`config.mk`:
```
export PLATFORM = sky130hd
export DESIGN_NAME = snd_cmd_mailbox
export DESIGN_NICKNAME = d
export VERILOG_FILES = /design/src/rtl/snd_cmd_mailbox.sv
export SDC_FILE = /design/constraint.sdc
export NUM_CORES = 1
export LEC_CHECK = 0
export ABC_AREA = 1
export BUFFER_PORTS_ARGS = -buffer_cell sky130_fd_sc_hd__buf_2
export CAP_MARGIN = 20
export CORE_MARGIN = 2
export CORE_UTILIZATION = 32
export DETAILED_ROUTE_END_ITERATION = 8
export PLACE_DENSITY = 0.6
export SLEW_MARGIN = 20
export SYNTH_ARGS = -nofsm -noshare
export SYNTH_HDL_FRONTEND = slang
export SYNTH_SLANG_ARGS = --single-unit
```
`constraint.sdc`:
```
create_clock -name clk_49m -period 2.8 [get_ports clk_49m]
set_clock_uncertainty 0.2 [all_clocks]
set_input_delay 0.14 -clock clk_49m [delete_from_list [all_inputs] [get_ports clk_49m]]
set_output_delay 0.14 -clock clk_49m [all_outputs]
set_load 0.01 [all_outputs]
```
`src/rtl/snd_cmd_mailbox.sv`:
```
// Main-CPU to sound-CPU command mailbox: edge-detected strobes, latch or FIFO
// queue, debug status and a level or fixed-length pulse interrupt.
module snd_cmd_mailbox #(
    parameter int DATA_W   = 8,
    parameter int DEPTH    = 4,
    parameter int MODE     = 1,
    parameter int IRQ_MODE = 0,
    parameter int IRQ_LEN  = 64
) (
    input  logic                         clk_49m,
    input  logic                         reset_n,
    input  logic                         wr_en,
    input  logic [DATA_W-1:0]            wr_data,
    input  logic                         rd_en,
    input  logic                         flush,
    input  logic                         ovf_clr,
    output logic [DATA_W-1:0]            rd_data,
    output logic                         empty,
    output logic                         full,
    output logic [$clog2(DEPTH+1)-1:0]   count,
    output logic                         overflow,
    output logic                         irq_n
);

    localparam int CNT_W = $clog2(DEPTH + 1);
    localparam int PTR_W = (DEPTH > 1) ? $clog2(DEPTH) : 1;

    logic              wr_q, rd_q;
    logic              wr_ev, rd_ev;
    logic              do_wr, do_pop, ovf_set, head_load;
    logic [DATA_W-1:0] head_val;
    logic [CNT_W-1:0]  count_nxt;

    // A flush swallows any coincident strobe event.
    assign wr_ev = wr_en & ~wr_q & ~flush;
    assign rd_ev = rd_en & ~rd_q & ~flush;

    assign empty = (count == '0);
    assign full  = (MODE == 1) ? (count == CNT_W'(DEPTH)) : ~empty;

    always_ff @(posedge clk_49m or negedge reset_n) begin
        if (!reset_n) begin
            wr_q     <= 1'b1;
            rd_q     <= 1'b1;
            count    <= '0;
            rd_data  <= '0;
            overflow <= 1'b0;
        end else begin
            wr_q <= wr_en;
            rd_q <= rd_en;
            if (flush) begin
                count    <= '0;
                rd_data  <= '0;
                overflow <= 1'b0;
            end else begin
                count <= count_nxt;
                if (head_load) begin
                    rd_data <= head_val;
                end
                if (ovf_set) begin
                    overflow <= 1'b1;
                end else if (ovf_clr) begin
                    overflow <= 1'b0;
                end
            end
        end
    end

    if (MODE == 1) begin : g_fifo
        logic [DATA_W-1:0] mem [DEPTH];
        logic [PTR_W-1:0]  wr_ptr, rd_ptr, rd_ptr_nxt;

        // A pop frees a slot in the same cycle, so a full queue accepts write+pop.
        assign do_pop     = rd_ev & ~empty;
        assign do_wr      = wr_ev & (~full | do_pop);
        assign ovf_set    = wr_ev & ~do_wr;
        assign count_nxt  = count + CNT_W'(do_wr) - CNT_W'(do_pop);
        assign rd_ptr_nxt = rd_ptr + PTR_W'(do_pop);
        assign head_load  = (do_wr | do_pop) & (count_nxt != '0);
        // New head may be the entry being written this cycle.
        assign head_val   = (do_wr && (rd_ptr_nxt == wr_ptr)) ? wr_data : mem[rd_ptr_nxt];

        always_ff @(posedge clk_49m) begin
            if (do_wr) begin
                mem[wr_ptr] <= wr_data;
            end
        end

        always_ff @(posedge clk_49m or negedge reset_n) begin
            if (!reset_n) begin
                wr_ptr <= '0;
                rd_ptr <= '0;
            end else if (flush) begin
                wr_ptr <= '0;
                rd_ptr <= '0;
            end else begin
                wr_ptr <= wr_ptr + PTR_W'(do_wr);
                rd_ptr <= rd_ptr_nxt;
            end
        end
    end else begin : g_latch
        assign do_pop    = rd_ev & ~empty;
        assign do_wr     = wr_ev;
        assign ovf_set   = wr_ev & ~empty & ~do_pop;
        assign count_nxt = do_wr ? CNT_W'(1) : (do_pop ? '0 : count);
        assign head_load = do_wr;
        assign head_val  = wr_data;
    end

    if (IRQ_MODE == 1) begin : g_pulse
        logic [7:0] irq_cnt;

        always_ff @(posedge clk_49m or negedge reset_n) begin
            if (!reset_n) begin
                irq_cnt <= 8'd0;
            end else if (flush) begin
                irq_cnt <= 8'd0;
            end else if (do_wr) begin
                irq_cnt <= 8'(IRQ_LEN);
            end else if (irq_cnt != 8'd0) begin
                irq_cnt <= irq_cnt - 8'd1;
            end
        end

        assign irq_n = (irq_cnt == 8'd0);
    end else begin : g_level
        assign irq_n = empty;
    end

endmodule

```
## Word level (Yosys, flattened, before mapping)

Memory sizes are Yosys's and may differ from the RTL's.
Index checks and enable logic that the tools add are counted.

- Bitwise logic cells: 16
- Add/subtract/negate cells: 4
- Reduce and logical (&&, ||, !) cells: 5
- Equal/unequal tests: 2
- Multiplexer cells: 11

Operator list:

| operator | number |
|---|---|
| two-way mux 8 bit | 3 |
| bitwise AND 1 bit | 8 |
| NOT 1 bit | 6 |
| nonzero test 3 bit | 2 |
| two-way mux 1 bit | 5 |
| adder 2 x 1 -> 2 bit | 2 |
| two-way mux 2 bit | 2 |
| adder 3 x 1 -> 3 bit | 1 |
| equality test 3 bit (second input constant) | 1 |
| zero test 3 bit | 1 |
| two-way mux 3 bit | 1 |
| subtractor 3 x 1 -> 3 bit | 1 |
| equality test 2 bit | 1 |
| OR 1 bit | 2 |
| nonzero test 2 bit | 1 |
| logical AND 1 bit | 1 |

- Memory bits (writable): 32
- Register bits: 18
- Memories: 1
- Input port bits: 14
- Output and inout port bits: 15

Memory list:

| name | depth | width | rd ports | clocked after memory_dff | wr ports | RTL line | text |
|---|---|---|---|---|---|---|---|
| g_fifo.mem | 4 | 8 | 1 | 0 | 1 | 70 | `logic [DATA_W-1:0] mem [DEPTH];` |

## Depth between registers and ports, before layout

- Depth after elaboration: 12
- Mapped depth: 18
- Depth with buffers taken out: 17

## Worst setup path after synthesis

No wires, ideal clock.

- Kind: register -> register
- Start point: reg count[1]
- End point: reg rd_data[0]
- Data arrival time: 2.467 ns
- Library setup time: 0.065 ns
- Stages on the path, launching flop included: 15
- Slack: 0.068 ns
- Period minus slack after synthesis: 2.732 ns
- Cell sequence: dfrtp_1 > nor3_1 > nor2_1 > inv_1 > ha_1 > ha_1 > inv_1 > fa_1 > inv_1 > nor2_1 > nand2_1 > nand2_1 > nor2_4 > nand3_1 > nand2_1

- Longest elaborated chain between the ends: 10
- Elaborated cells on any way between the ends: 20

RTL lines:

| what | RTL line | text |
|---|---|---|
| start, declared | 20 | `output logic [$clog2(DEPTH+1)-1:0] count,` |
| start signal, assigned | 56 | `count <= count_nxt;` |
| zero test 3 bit * | 38 | `assign empty = (count == '0);` |
| via empty | 18 | `output logic empty,` |
| NOT 1 bit * | 74 | `assign do_pop = rd_ev & ~empty;` |
| bitwise AND 1 bit * | 74 |  |
| OR 1 bit | 75 | `assign do_wr = wr_ev & (~full \| do_pop);` |
| bitwise AND 1 bit | 75 |  |
| adder 3 x 1 -> 3 bit | 77 | `assign count_nxt = count + CNT_W'(do_wr) - CNT_W'(do_pop);` |
| subtractor 3 x 1 -> 3 bit | 77 |  |
| nonzero test 3 bit | 79 | `assign head_load = (do_wr \| do_pop) & (count_nxt != '0);` |
| bitwise AND 1 bit | 79 |  |
| nonzero test 2 bit (no line) | n/a |  |
| end signal, assigned | 58 | `rd_data <= head_val;` |
| end, declared | 17 | `output logic [DATA_W-1:0] rd_data,` |

The timed path passes the listed nets; every way through them passes the cells marked *. The select of a mux whose other input is x is not followed.
A chain may end at the register's enable or synchronous reset.

## Final worst setup path

- Start point: in rd_en
- End point: reg rd_data[7]

- Longest elaborated chain between the ends: 10
- Elaborated cells on any way between the ends: 18

RTL lines:

| what | RTL line | text |
|---|---|---|
| start, declared | 14 | `input logic rd_en,` |
| bitwise AND 1 bit * (2 in series) | 36 | `assign rd_ev = rd_en & ~rd_q & ~flush;` |
| bitwise AND 1 bit * | 74 |  |
| OR 1 bit | 75 |  |
| bitwise AND 1 bit | 75 |  |
| adder 3 x 1 -> 3 bit | 77 |  |
| subtractor 3 x 1 -> 3 bit | 77 |  |
| nonzero test 3 bit | 79 |  |
| bitwise AND 1 bit | 79 |  |
| nonzero test 2 bit (no line) | n/a |  |

Every way passes the cells marked *; elsewhere a longest branch is shown, timed or not. The select of a mux whose other input is x is not followed.

==> results.md <==
* Worst R2R Setup Slack at 160 ps
* Detailed Place HPWL at between 3000 and 4000 microns
* Largest net degree at the start of global routing at 19
* DR iter-0 viols at about 120
* CP Data Required Time at ~2800 ps
* Post-DR wirelength/cell at 12.7 microns
* Crit-path slowest cell: fa_1
* Mux contribution to synthesized area at 0%
* Final Worst Setup Slack at 143 ps
* Drt pass-1 iters at 4
* CP Class: in -> reg
* Worst slew pin tran at 417 ps
* Count of final hold-check violations at 0
* Max-Cap Viols at 0
* Adder-Cell Fraction of Synth Area at around 3.0%
* Skew-Pair Late Insertion Delay at about 300 ps
* Ratio of cells with drive above 1 in the final layout at 25.8%
* Fmax at roughly 0.38 GHz
* Leakage power at 1.28 nW
* DR vias at 1661
* Sequential share of the synthesized area at between 60% and 70%
* Terminus of the critical flop-to-flop path: rd_data[7]
* Clock transition at path regs at 90 ps
* HP Class: in -> reg
* Gr ovfl total at 0
* Post-Syn Instances at ~230
* # H-tree levels at 2
* Die Y at 89.1 microns
* HP Start: flush
* Max incr delay on CP at between 500 and 600 ps
* Final setup vio count at 0
* Synthesized area at roughly 2300 sq um
* Setup_tns at 0 ps
* RR Startpoint: count[1]
* Critical Path Source Type: input port
* Syn-to-layout area delta at 24.2%
* Met2 Use GR at 22.0%
* Status: completed
* CP endpoint kind: flip-flop
* Peak-usage layer in the global routing report: met2
* Core Area at 7140 sq um
* # clock sinks at 50
* Final nets at 301
* Top Ports at 29
* CTS tree: built
* Min Tclk post-route at 2660 ps
* Largest family of logic cells by synthesized area: simple AND/OR/NAND/NOR gates
* Slew headroom at ~72%
* WL final at 4840 microns
* Worst path cell trace: dlygate4sd3_1, buf_2, nand2_2, nor2_2, inv_1, ha_1, ha_1, inv_2, fa_1, inv_1, nor2_1, nand2_2, a21oi_2, buf_6, nand2_1, nand2_1
* Ys Warns at 0
* Clk root buf: clkbuf_8
* Max VDD drop at 0.240 mV
* First-pass GRT wire length at 8040 microns
* Final GP Congestion at approximately 0.76
* Initial core utilization at 32.4%
* Post-route ant nets at 0
* CTS buffer count at 5
* Crit path launch: rd_en
* Ant. Diodes at 0
* Syn_nets at approximately 250
* Tcrit/Tclk final at 94.9%
* Die Wd at 89.1 microns
* Setup crit end: rd_data[7]
* # DRC at 0
* Commonest non-fill, non-tap cells in the layout: nand2_1 (51), nor2_1 (36), edfxtp_1 (32)
* FF+latch count, synth at 50
* Commonest non-fill, non-tap cell in the layout: nand2_1
* CP arrival at 2700 ps
* Slew Viols, Final at 0
* Met3 Usage GRT at between 2 and 3%
* Via density at 4.35
* # fillers at 723
* GR Util All Layers at 13.5%
* Grt met1 use at between 10% and 20%
* PortBufs at 28
* Clk buf depth at 2
* Post-synthesis compound-gate area fraction at 6.22%
* Site Rows at 31
* Antenna violations before repair at 0
* Worst Reg-to-Reg Cells at 16
* Die area at 7930 sq um
* Xor/xnor cell area share of the yosys netlist at less than 1%
* Cell variety after synth at 26
* Synth Area per Inst at 10.1 sq um
* Final Util at 40.3%
* CP Max Fanout at 8
* Pwr/cell area at between 500 and 600 nW/um^2
* Dpl ws at just over 80 ps
* Vias in the first global route at 1577
* Synth Area in Simple Gates at 22.5%
==> worst min path at each step <==
stage	slack (ps)	cells past startpoint	endpoint
after floorplan	-360	0	count[0]
after global placement	-100	1	overflow
after detailed placement	-100	1	overflow
after CTS	20	4	overflow
after global routing	40	4	g_fifo.wr_ptr[1]
final	20	4	overflow
==> power by group <==
group / total, W / internal [W] / switching, W
clock: 0.000514 / 0.000271 / 0.000243
sequential: 0.000829 / 0.000811 / 0.0000179
combinational: 0.000259 / 0.000107 / 0.000153
total: 0.00160 / 0.00119 / 0.000414
==> metal layers <==
| metal | part of all wire (%) | wire length [microns] |
|---|---|---|
| met5 | 0 | 0 |
| met4 | 1.7 | 84 |
| met3 | 3.4 | 163 |
| met2 | 50 | 2410 |
| met1 | 45 | 2180 |
==> critical path, delay by kind of cell <==
kind / cells / cell delay, ps
buf+inv: 6 / 930
fa+ha+maj: 3 / 970
compound gates: 1 / 140
simple gates: 6 / 500
==> Yosys cell counts, drive strengths merged <==
library cell	count	area (sq um)
edfxtp	32	961
o32ai	1	8.76
nand2	58	233
dfrtp	16	400
dfstp	2	52.6
nand3	12	72.6
nor2	42	190
clkinv	1	5.00
fa	1	20.0
inv	23	88.8
o21ai	22	110
ha	4	50.1
xnor2	1	16.3
nor3	5	25.0
o21bai	1	11.3
a21oi	2	13.8
buf	6	56.3
==> kinds of logic (layout without fill, tap and decap cells) <==
group           after synthesis  count (layout)
xor+xnor                      1               1
buf+inv                      30              84
compound gates               26              26
simple gates                117             117
flops                        50              50
fa+ha+maj                     5               5
==> sequential cells by signal (all words and copies together) (netlist names) <==
name / cells
g_fifo.mem: 32
rd_data: 8
count: 3
g_fifo.rd_ptr: 2
g_fifo.wr_ptr: 2
overflow: 1
rd_q: 1
wr_q: 1
==> repair_timing <==
action / 4_1_cts / 5_1_grt
gates resized for setup: 0 / 9
setup endpoints to repair: 0 / 8
hold buffers: 12 / 0
endpoints found under the hold margin: 53 / 0
setup buffers: 0 / 2
==> metrics by stage <==
stage	area, sq um	instances	hold slack, ps	total power (W)
floorplan	2310	229	-356	0.000998
global placement	2600	360	-102	0.00107
detailed placement	2600	360	-99.4	0.00108
CTS	2830	380	17.5	0.00160
global route	2870	382	40.3	0.00169
finish	2870	382	18.5	0.00160
==> final cells by class <==
cell class / instances / area [sq um] / share of cell area [%]
multi-input combinational: 149 / 771 / 26.8
sequential: 50 / 1420 / 49.2
clock inverter: 3 / 47.5 / 1.65
clock buffer: 5 / 68.8 / 2.39
tap: 99 / 124 / 4.31
timing repair buffer: 52 / 354 / 12.3
inverter: 24 / 93.8 / 3.27
Note: power is estimated with default switching activity, not from simulation.
